**src/rtl/id_ex_operand_forward_stage_if.sv**
```systemverilog
// ID/EX bundle: decoded ID instruction, hazard-unit forward enables, EX outputs.
// FWD_STATS_EN adds the fwd_count / stall_count statistics outputs.
interface id_ex_operand_forward_stage_if #(
    parameter int DATA_WIDTH = 32,
    parameter int ADDR_WIDTH = 5,
    parameter int CTRL_WIDTH = 16
);
    logic                  id_valid;
    logic [DATA_WIDTH-1:0] id_pc;
    logic [ADDR_WIDTH-1:0] id_rs1_addr;
    logic [ADDR_WIDTH-1:0] id_rs2_addr;
    logic [ADDR_WIDTH-1:0] id_rd_addr;
    logic [DATA_WIDTH-1:0] id_rs1_data;
    logic [DATA_WIDTH-1:0] id_rs2_data;
    logic [CTRL_WIDTH-1:0] id_ctrl;
    logic                  id_mem_read;
    logic                  fwd_rs1_mem;
    logic                  fwd_rs2_mem;
    logic                  fwd_rs1_wb;
    logic                  fwd_rs2_wb;
    logic                  mem_reg_write;
    logic                  wb_reg_write;
    logic [DATA_WIDTH-1:0] mem_alu_result;
    logic [DATA_WIDTH-1:0] wb_write_data;
    logic                  mem_busy;
    logic                  flush;
    logic                  ex_valid;
    logic [DATA_WIDTH-1:0] ex_pc;
    logic [ADDR_WIDTH-1:0] ex_rd_addr;
    logic [CTRL_WIDTH-1:0] ex_ctrl;
    logic                  ex_mem_read;
    logic [DATA_WIDTH-1:0] ex_op1;
    logic [DATA_WIDTH-1:0] ex_op2;
    logic                  stall_if_id;
`ifdef FWD_STATS_EN
    logic [31:0]           fwd_count;
    logic [31:0]           stall_count;
`endif

    modport master (
        output id_valid, id_pc, id_rs1_addr, id_rs2_addr, id_rd_addr,
        output id_rs1_data, id_rs2_data, id_ctrl, id_mem_read,
        output fwd_rs1_mem, fwd_rs2_mem, fwd_rs1_wb, fwd_rs2_wb,
        output mem_reg_write, wb_reg_write, mem_alu_result, wb_write_data,
        output mem_busy, flush,
        input  ex_valid, ex_pc, ex_rd_addr, ex_ctrl, ex_mem_read,
        input  ex_op1, ex_op2, stall_if_id
`ifdef FWD_STATS_EN
        , input fwd_count, stall_count
`endif
    );

    modport slave (
        input  id_valid, id_pc, id_rs1_addr, id_rs2_addr, id_rd_addr,
        input  id_rs1_data, id_rs2_data, id_ctrl, id_mem_read,
        input  fwd_rs1_mem, fwd_rs2_mem, fwd_rs1_wb, fwd_rs2_wb,
        input  mem_reg_write, wb_reg_write, mem_alu_result, wb_write_data,
        input  mem_busy, flush,
        output ex_valid, ex_pc, ex_rd_addr, ex_ctrl, ex_mem_read,
        output ex_op1, ex_op2, stall_if_id
`ifdef FWD_STATS_EN
        , output fwd_count, stall_count
`endif
    );
endinterface

```
**src/rtl/id_ex_operand_forward_stage.sv**
```systemverilog
// ID/EX register with EX operand forwarding, load-use interlock and busy freeze.
// FWD_STATS_EN adds forwarding / stall event counters.
module id_ex_operand_forward_stage #(
    parameter int DATA_WIDTH = 32,
    parameter int ADDR_WIDTH = 5,
    parameter int CTRL_WIDTH = 16
) (
    input logic clk,
    input logic reset,
    id_ex_operand_forward_stage_if.slave bus
);
    typedef enum logic [1:0] {RUN, LU_BUBBLE, MEM_HOLD} state_t;

    typedef struct packed {
        logic                  valid;
        logic [DATA_WIDTH-1:0] pc;
        logic [ADDR_WIDTH-1:0] rd;
        logic [ADDR_WIDTH-1:0] rs1;
        logic [ADDR_WIDTH-1:0] rs2;
        logic [DATA_WIDTH-1:0] d1;
        logic [DATA_WIDTH-1:0] d2;
        logic [CTRL_WIDTH-1:0] ctrl;
        logic                  mem_read;
    } id_ex_t;

    state_t state_q, state_d;
    id_ex_t ex_q, ex_d, id_word;
    logic   pend_q, pend_d;
    logic   lu_hit, stall;
    logic   rs1_mem, rs1_wb, rs2_mem, rs2_wb;

    always_ff @(posedge clk or posedge reset) begin
        if (reset) begin
            state_q <= RUN;
            ex_q    <= '0;
            pend_q  <= 1'b0;
        end else begin
            state_q <= state_d;
            ex_q    <= ex_d;
            pend_q  <= pend_d;
        end
    end

    always_comb begin
        id_word.valid    = bus.id_valid;
        id_word.pc       = bus.id_pc;
        id_word.rd       = bus.id_rd_addr;
        id_word.rs1      = bus.id_rs1_addr;
        id_word.rs2      = bus.id_rs2_addr;
        id_word.d1       = bus.id_rs1_data;
        id_word.d2       = bus.id_rs2_data;
        id_word.ctrl     = bus.id_valid ? bus.id_ctrl : '0;
        id_word.mem_read = bus.id_valid & bus.id_mem_read;
    end

    assign lu_hit = bus.id_valid & ex_q.valid & ex_q.mem_read
                  & (ex_q.rd != '0)
                  & ((ex_q.rd == bus.id_rs1_addr)
                   | (ex_q.rd == bus.id_rs2_addr));

    always_comb begin
        state_d = state_q;
        ex_d    = ex_q;
        pend_d  = pend_q;
        stall   = (state_q == MEM_HOLD) | bus.mem_busy
                | ((state_q == RUN) & lu_hit & ~bus.flush);
        if (bus.mem_busy) begin
            // A flush seen while frozen must survive until EX can move.
            state_d = MEM_HOLD;
            pend_d  = pend_q | bus.flush;
        end else begin
            pend_d = 1'b0;
            if (bus.flush | pend_q) begin
                ex_d    = '0;
                state_d = RUN;
            end else if (lu_hit) begin
                ex_d    = '0;
                state_d = LU_BUBBLE;
            end else begin
                ex_d    = id_word;
                state_d = RUN;
            end
        end
    end

    // x0 never forwards and only writing producers are eligible.
    assign rs1_mem = bus.fwd_rs1_mem & bus.mem_reg_write & (ex_q.rs1 != '0);
    assign rs1_wb  = bus.fwd_rs1_wb  & bus.wb_reg_write  & (ex_q.rs1 != '0);
    assign rs2_mem = bus.fwd_rs2_mem & bus.mem_reg_write & (ex_q.rs2 != '0);
    assign rs2_wb  = bus.fwd_rs2_wb  & bus.wb_reg_write  & (ex_q.rs2 != '0);

    assign bus.ex_op1 = rs1_mem ? bus.mem_alu_result :
                        rs1_wb  ? bus.wb_write_data  : ex_q.d1;
    assign bus.ex_op2 = rs2_mem ? bus.mem_alu_result :
                        rs2_wb  ? bus.wb_write_data  : ex_q.d2;

    assign bus.ex_valid    = ex_q.valid;
    assign bus.ex_pc       = ex_q.pc;
    assign bus.ex_rd_addr  = ex_q.rd;
    assign bus.ex_ctrl     = ex_q.ctrl;
    assign bus.ex_mem_read = ex_q.mem_read;
    assign bus.stall_if_id = stall;

`ifdef FWD_STATS_EN
    logic [31:0] fwd_cnt_q, stall_cnt_q;

    always_ff @(posedge clk or posedge reset) begin
        if (reset) begin
            fwd_cnt_q   <= '0;
            stall_cnt_q <= '0;
        end else begin
            if (ex_q.valid & (rs1_mem | rs1_wb | rs2_mem | rs2_wb))
                fwd_cnt_q <= fwd_cnt_q + 32'd1;
            if (stall)
                stall_cnt_q <= stall_cnt_q + 32'd1;
        end
    end

    assign bus.fwd_count   = fwd_cnt_q;
    assign bus.stall_count = stall_cnt_q;
`endif
endmodule
```
**src/flat_wrapper.sv**
```systemverilog
// flat-port wrapper written by rule: the top's interface ports become plain ports
module id_ex_operand_forward_stage_flat 
#(
    parameter int DATA_WIDTH = 32,
    parameter int ADDR_WIDTH = 5,
    parameter int CTRL_WIDTH = 16
)
  (clk, reset, bus_id_valid, bus_id_pc, bus_id_rs1_addr, bus_id_rs2_addr, bus_id_rd_addr, bus_id_rs1_data, bus_id_rs2_data, bus_id_ctrl, bus_id_mem_read, bus_fwd_rs1_mem, bus_fwd_rs2_mem, bus_fwd_rs1_wb, bus_fwd_rs2_wb, bus_mem_reg_write, bus_wb_reg_write, bus_mem_alu_result, bus_wb_write_data, bus_mem_busy, bus_flush, bus_ex_valid, bus_ex_pc, bus_ex_rd_addr, bus_ex_ctrl, bus_ex_mem_read, bus_ex_op1, bus_ex_op2, bus_stall_if_id);
  id_ex_operand_forward_stage_if #(.DATA_WIDTH(DATA_WIDTH), .ADDR_WIDTH(ADDR_WIDTH), .CTRL_WIDTH(CTRL_WIDTH)) bus_i ();
  input logic clk;
  input logic reset;
  input wire logic [$bits(bus_i.id_valid)-1:0] bus_id_valid;
  input wire logic [$bits(bus_i.id_pc)-1:0] bus_id_pc;
  input wire logic [$bits(bus_i.id_rs1_addr)-1:0] bus_id_rs1_addr;
  input wire logic [$bits(bus_i.id_rs2_addr)-1:0] bus_id_rs2_addr;
  input wire logic [$bits(bus_i.id_rd_addr)-1:0] bus_id_rd_addr;
  input wire logic [$bits(bus_i.id_rs1_data)-1:0] bus_id_rs1_data;
  input wire logic [$bits(bus_i.id_rs2_data)-1:0] bus_id_rs2_data;
  input wire logic [$bits(bus_i.id_ctrl)-1:0] bus_id_ctrl;
  input wire logic [$bits(bus_i.id_mem_read)-1:0] bus_id_mem_read;
  input wire logic [$bits(bus_i.fwd_rs1_mem)-1:0] bus_fwd_rs1_mem;
  input wire logic [$bits(bus_i.fwd_rs2_mem)-1:0] bus_fwd_rs2_mem;
  input wire logic [$bits(bus_i.fwd_rs1_wb)-1:0] bus_fwd_rs1_wb;
  input wire logic [$bits(bus_i.fwd_rs2_wb)-1:0] bus_fwd_rs2_wb;
  input wire logic [$bits(bus_i.mem_reg_write)-1:0] bus_mem_reg_write;
  input wire logic [$bits(bus_i.wb_reg_write)-1:0] bus_wb_reg_write;
  input wire logic [$bits(bus_i.mem_alu_result)-1:0] bus_mem_alu_result;
  input wire logic [$bits(bus_i.wb_write_data)-1:0] bus_wb_write_data;
  input wire logic [$bits(bus_i.mem_busy)-1:0] bus_mem_busy;
  input wire logic [$bits(bus_i.flush)-1:0] bus_flush;
  output wire logic [$bits(bus_i.ex_valid)-1:0] bus_ex_valid;
  output wire logic [$bits(bus_i.ex_pc)-1:0] bus_ex_pc;
  output wire logic [$bits(bus_i.ex_rd_addr)-1:0] bus_ex_rd_addr;
  output wire logic [$bits(bus_i.ex_ctrl)-1:0] bus_ex_ctrl;
  output wire logic [$bits(bus_i.ex_mem_read)-1:0] bus_ex_mem_read;
  output wire logic [$bits(bus_i.ex_op1)-1:0] bus_ex_op1;
  output wire logic [$bits(bus_i.ex_op2)-1:0] bus_ex_op2;
  output wire logic [$bits(bus_i.stall_if_id)-1:0] bus_stall_if_id;
  assign bus_i.id_valid = bus_id_valid;
  assign bus_i.id_pc = bus_id_pc;
  assign bus_i.id_rs1_addr = bus_id_rs1_addr;
  assign bus_i.id_rs2_addr = bus_id_rs2_addr;
  assign bus_i.id_rd_addr = bus_id_rd_addr;
  assign bus_i.id_rs1_data = bus_id_rs1_data;
  assign bus_i.id_rs2_data = bus_id_rs2_data;
  assign bus_i.id_ctrl = bus_id_ctrl;
  assign bus_i.id_mem_read = bus_id_mem_read;
  assign bus_i.fwd_rs1_mem = bus_fwd_rs1_mem;
  assign bus_i.fwd_rs2_mem = bus_fwd_rs2_mem;
  assign bus_i.fwd_rs1_wb = bus_fwd_rs1_wb;
  assign bus_i.fwd_rs2_wb = bus_fwd_rs2_wb;
  assign bus_i.mem_reg_write = bus_mem_reg_write;
  assign bus_i.wb_reg_write = bus_wb_reg_write;
  assign bus_i.mem_alu_result = bus_mem_alu_result;
  assign bus_i.wb_write_data = bus_wb_write_data;
  assign bus_i.mem_busy = bus_mem_busy;
  assign bus_i.flush = bus_flush;
  assign bus_ex_valid = bus_i.ex_valid;
  assign bus_ex_pc = bus_i.ex_pc;
  assign bus_ex_rd_addr = bus_i.ex_rd_addr;
  assign bus_ex_ctrl = bus_i.ex_ctrl;
  assign bus_ex_mem_read = bus_i.ex_mem_read;
  assign bus_ex_op1 = bus_i.ex_op1;
  assign bus_ex_op2 = bus_i.ex_op2;
  assign bus_stall_if_id = bus_i.stall_if_id;
  id_ex_operand_forward_stage #(.DATA_WIDTH(DATA_WIDTH), .ADDR_WIDTH(ADDR_WIDTH), .CTRL_WIDTH(CTRL_WIDTH)) u_core (.clk(clk), .reset(reset), .bus(bus_i));
endmodule
```
**config.mk**
```make
export PLATFORM = sky130hd
export DESIGN_NAME = id_ex_operand_forward_stage_flat
export DESIGN_NICKNAME = d
export VERILOG_FILES = /design/src/rtl/id_ex_operand_forward_stage_if.sv /design/src/rtl/id_ex_operand_forward_stage.sv /design/src/flat_wrapper.sv
export SDC_FILE = /design/constraint.sdc
export NUM_CORES = 1
export LEC_CHECK = 0
export ABC_AREA = 1
export CORE_UTILIZATION = 43
export CTS_CLUSTER_DIAMETER = 30
export DETAILED_ROUTE_END_ITERATION = 8
export GPL_TIMING_DRIVEN = 0
export HOLD_SLACK_MARGIN = 0.12
export PLACE_DENSITY_LB_ADDON = 0.2
export REMOVE_ABC_BUFFERS = 1
export SETUP_SLACK_MARGIN = 0.1
export SLEW_MARGIN = 20
export SYNTH_ARGS = -nofsm -noshare
export SYNTH_HDL_FRONTEND = slang
export SYNTH_SLANG_ARGS = --single-unit
export TNS_END_PERCENT = 30
```
**constraint.sdc**
```tcl
create_clock -name clk -period 4.6 [get_ports clk]
set_input_delay 0.46 -clock clk [delete_from_list [all_inputs] [get_ports clk]]
set_output_delay 0.46 -clock clk [all_outputs]
set_load 0.02 [all_outputs]
```
==> out/metrics.csv <==
stage,metric,value,unit
outcome,outcome,completed,
clocking,Setup Buffers After CTS,0,
clocking,CTS root buf,clkbuf_16,
clocking,total number of clock tree sinks,132,
sta,Slew HR,40.3,%
sta,worst hold margin,0.450,ns
place,Placement Setup Slack,1.23,ns
power,sw frac,27.7,%
power,Comb pwr share,24.9,%
worst_setup_path,Reg-to-Reg Start,u_core.bus.ex_rd_addr[2],
worst_setup_path,crit end category,output pin,
place,Placer Congestion,0.789,
worst_setup_path,WP data arrival,3.16,ns
power,Psw,1.01,mW
power,clock network fraction of total power,39.9,%
synth,register bit count reported by yosys,132,
worst_setup_path,Crit path buffers/inverters,2,
die,core area,16600,um^2
sta,fin crit period,3.62,ns
clocking,cts hold-fix bufs,0,
die,Initial Util,44.0,%
die,die area,17500,um^2
clocking,CTS tree,done,
power,Peak VDD IR,0.000207,V
routing,final WL,22100,um
global_routing,total track usage,26.0,%
run,Max Cap Viol,0,
global_routing,initial antenna violation count,0,
sta,Achievable Freq,276,MHz
finish,number of diodes,0,
sta,Clock Skews,0.00993,ns
synth,Cells after Synth,976,
die,Core Rows,47,
routing,WL per Instance,15.4,um
die,I/O Pins,323,
power,Reg power frac,35.2,%
finish,"commonest non-fill, non-tap cell in the layout",nand2_1,
routing,iteration-0 DRC count of the detailed router,321,
routing,DR DRC count,0,
sta,final hold violation count,0,
sta,Least-Margin Pin Slew,0.896,ns
synth,synthesized area per cell,7.47,um^2
min_path,HP Start,bus_mem_busy,
global_routing,largest net degree at the start of global routing,85,
worst_setup_path,CP max stage delay,0.65,ns
place,PortBufs,322,
finish,P&R area growth vs syn,48.8,%
sta,# setup viols final,0,
routing,vias,7142,
place,dpl hpwl,14500,um
finish,Final nets,1405,
worst_setup_path,cell family with most CP delay,buffers and inverters,
clocking,Num CTS Buffers,17,
sta,final worst slack,0.980,ns
synth,"Seq/Total Area, Yosys",45.3,%
die,Die Wd,132,um
min_path,Worst Hold Class,input pin to flip-flop,
routing,drt pass-1 iters,5,
worst_setup_path,Startpoint Class,flip-flop,
die,Die Y,132,um
worst_setup_path,critical path class,flip-flop to output pin,
worst_setup_path,worst-path fanout max,64,
sta,RSZ-0062 raised after global routing,false,
worst_setup_path,"Slowest-stage cell, CP",clkinv_2,
sta,fin. max-slew vios,0,
finish,most frequent cells in the layout,"nand2_1 (350), clkdlybuf4s50_1 (321), nand3_1 (132), dfrtp_1 (132), inv_1 (81)",
synth,Yosys cell types,20,
routing,antenna-violating nets left,0,
routing,Vias per Instance,4.98,
global_routing,total congestion overflow,0,
power,P_leak,5.22,nW
power,P_int,2.65,mW
global_routing,first-pass GRT wire length,36000,um
clocking,CTS resizes,0,
synth,Ys Warns,0,
sta,Final period util,78.7,%
worst_setup_path,CP required,4.14,ns
global_routing,vias in the first global route,6944,
power,pwr dens,338,nW/um^2
worst_setup_path,CP cell instances,nor2_1 -> nand3b_1 -> nand2_1 -> clkinv_2 -> o211ai_1 -> o21ai_0 -> clkdlybuf4s50_1,
worst_setup_path,crit path from,u_core.ex_q[88],
clocking,H-tree levels,4,
clocking,clock-pin slew on the worst setup and hold paths,0.06,ns
clocking,worst skew pair latency,0.41,ns
finish,Layout Utilization,65.4,%
clocking,clock buffer depth,2,
finish,fraction of layout instances using a drive strength above 1,3.79,%
synth,synthesized area,7290,um^2
==> layer usage <==
layer	GRT usage, %	vias up	part of all wire, %
met5	0	-	0
met4	10.2	0	2.6
met3	7.27	39	8.3
met2	42.3	275	47
met1	32.7	3277	42
li1	-	3551	-
==> registers in the layout, indices dropped and copies added, names as in the netlist <==
name / count
u_core.bus.ex_valid: 1
u_core.bus.ex_mem_read: 1
u_core.ex_q: 74
u_core.bus.ex_rd_addr: 5
u_core.pend_q: 1
u_core.bus.ex_pc: 32
u_core.bus.ex_ctrl: 16
u_core.state_q: 2
==> worst paths after layout <==
path                                    endpoint  slack (ns)  cells past startpoint
min in group asynchronous  u_core.bus.ex_ctrl[5]        0.50                      2
max                               bus_ex_op1[16]        0.98                      7
min                        u_core.bus.ex_ctrl[0]        0.45                      3
min reg2reg                      u_core.ex_q[90]        0.47                      2
max reg2reg                u_core.bus.ex_ctrl[0]        2.65                     10
max in group asynchronous        u_core.ex_q[47]        3.42                      3
==> cells by family (layout without fill, tap and decap cells) <==
family,after synthesis,in the layout,synth area share [%]
and+or+nand+nor,506,506,28.6
buffers and inverters,206,445,14.7
DFF,132,132,45.3
AOI/OAI and AO/OA,130,130,11.2
xor gates and xnor gates,2,2,0.240
==> power groups by stage <==
stage	registers (mW)	logic, mW	clock network, mW
2_1_floorplan	1.34	0.365	0
3_3_place_gp	1.31	0.900	0
3_5_place_dp	1.31	0.915	0
4_1_cts	1.29	0.918	1.48
5_1_grt	1.30	0.988	1.53
6_report	1.29	0.911	1.46
==> area by class of cell <==
| cell class | instances | area [um^2] |
|---|---|---|
| clock buffer | 21 | 470 |
| clock inverter | 11 | 175 |
| fill | 1441 | 5730 |
| inverter | 87 | 342 |
| multi-input combinational | 638 | 2950 |
| sequential | 132 | 3300 |
| tap | 220 | 275 |
| timing repair buffer | 326 | 3330 |
==> tightest hold or removal path: stages <==
cell and delay (ns):
buf_6 0.21, nand2_1 0.11, nand2_1 0.05
==> synthesized netlist by cell type, drive strengths merged <==
library cell / number / area, um^2
nand2: 351 / 1320
nand3: 134 / 671
dfrtp: 132 / 3300
inv: 87 / 327
buf: 84 / 617
o211ai: 64 / 480
o21ai: 64 / 320
clkbuf: 35 / 131
nor2: 18 / 70.1
nand3b: 2 / 15.0
xnor2: 2 / 17.5
a21oi: 1 / 5.00
nand4: 1 / 6.26
o21bai: 1 / 7.51
==> through the flow <==
stage | instance area (um^2) | power (mW) | TNS (ns) | cells
6_report | 10900 | 3.66 | 0 | 1435
5_1_grt | 10900 | 3.82 | 0 | 1435
4_1_cts | 10800 | 3.69 | 0 | 1435
3_5_place_dp | 10200 | 2.22 | 0 | 1403
3_3_place_gp | 10000 | 2.21 | -516.06 | 1399
2_1_floorplan | 6540 | 1.70 | 0 | 857
No activity file was read; power rests on OpenSTA's default activity.
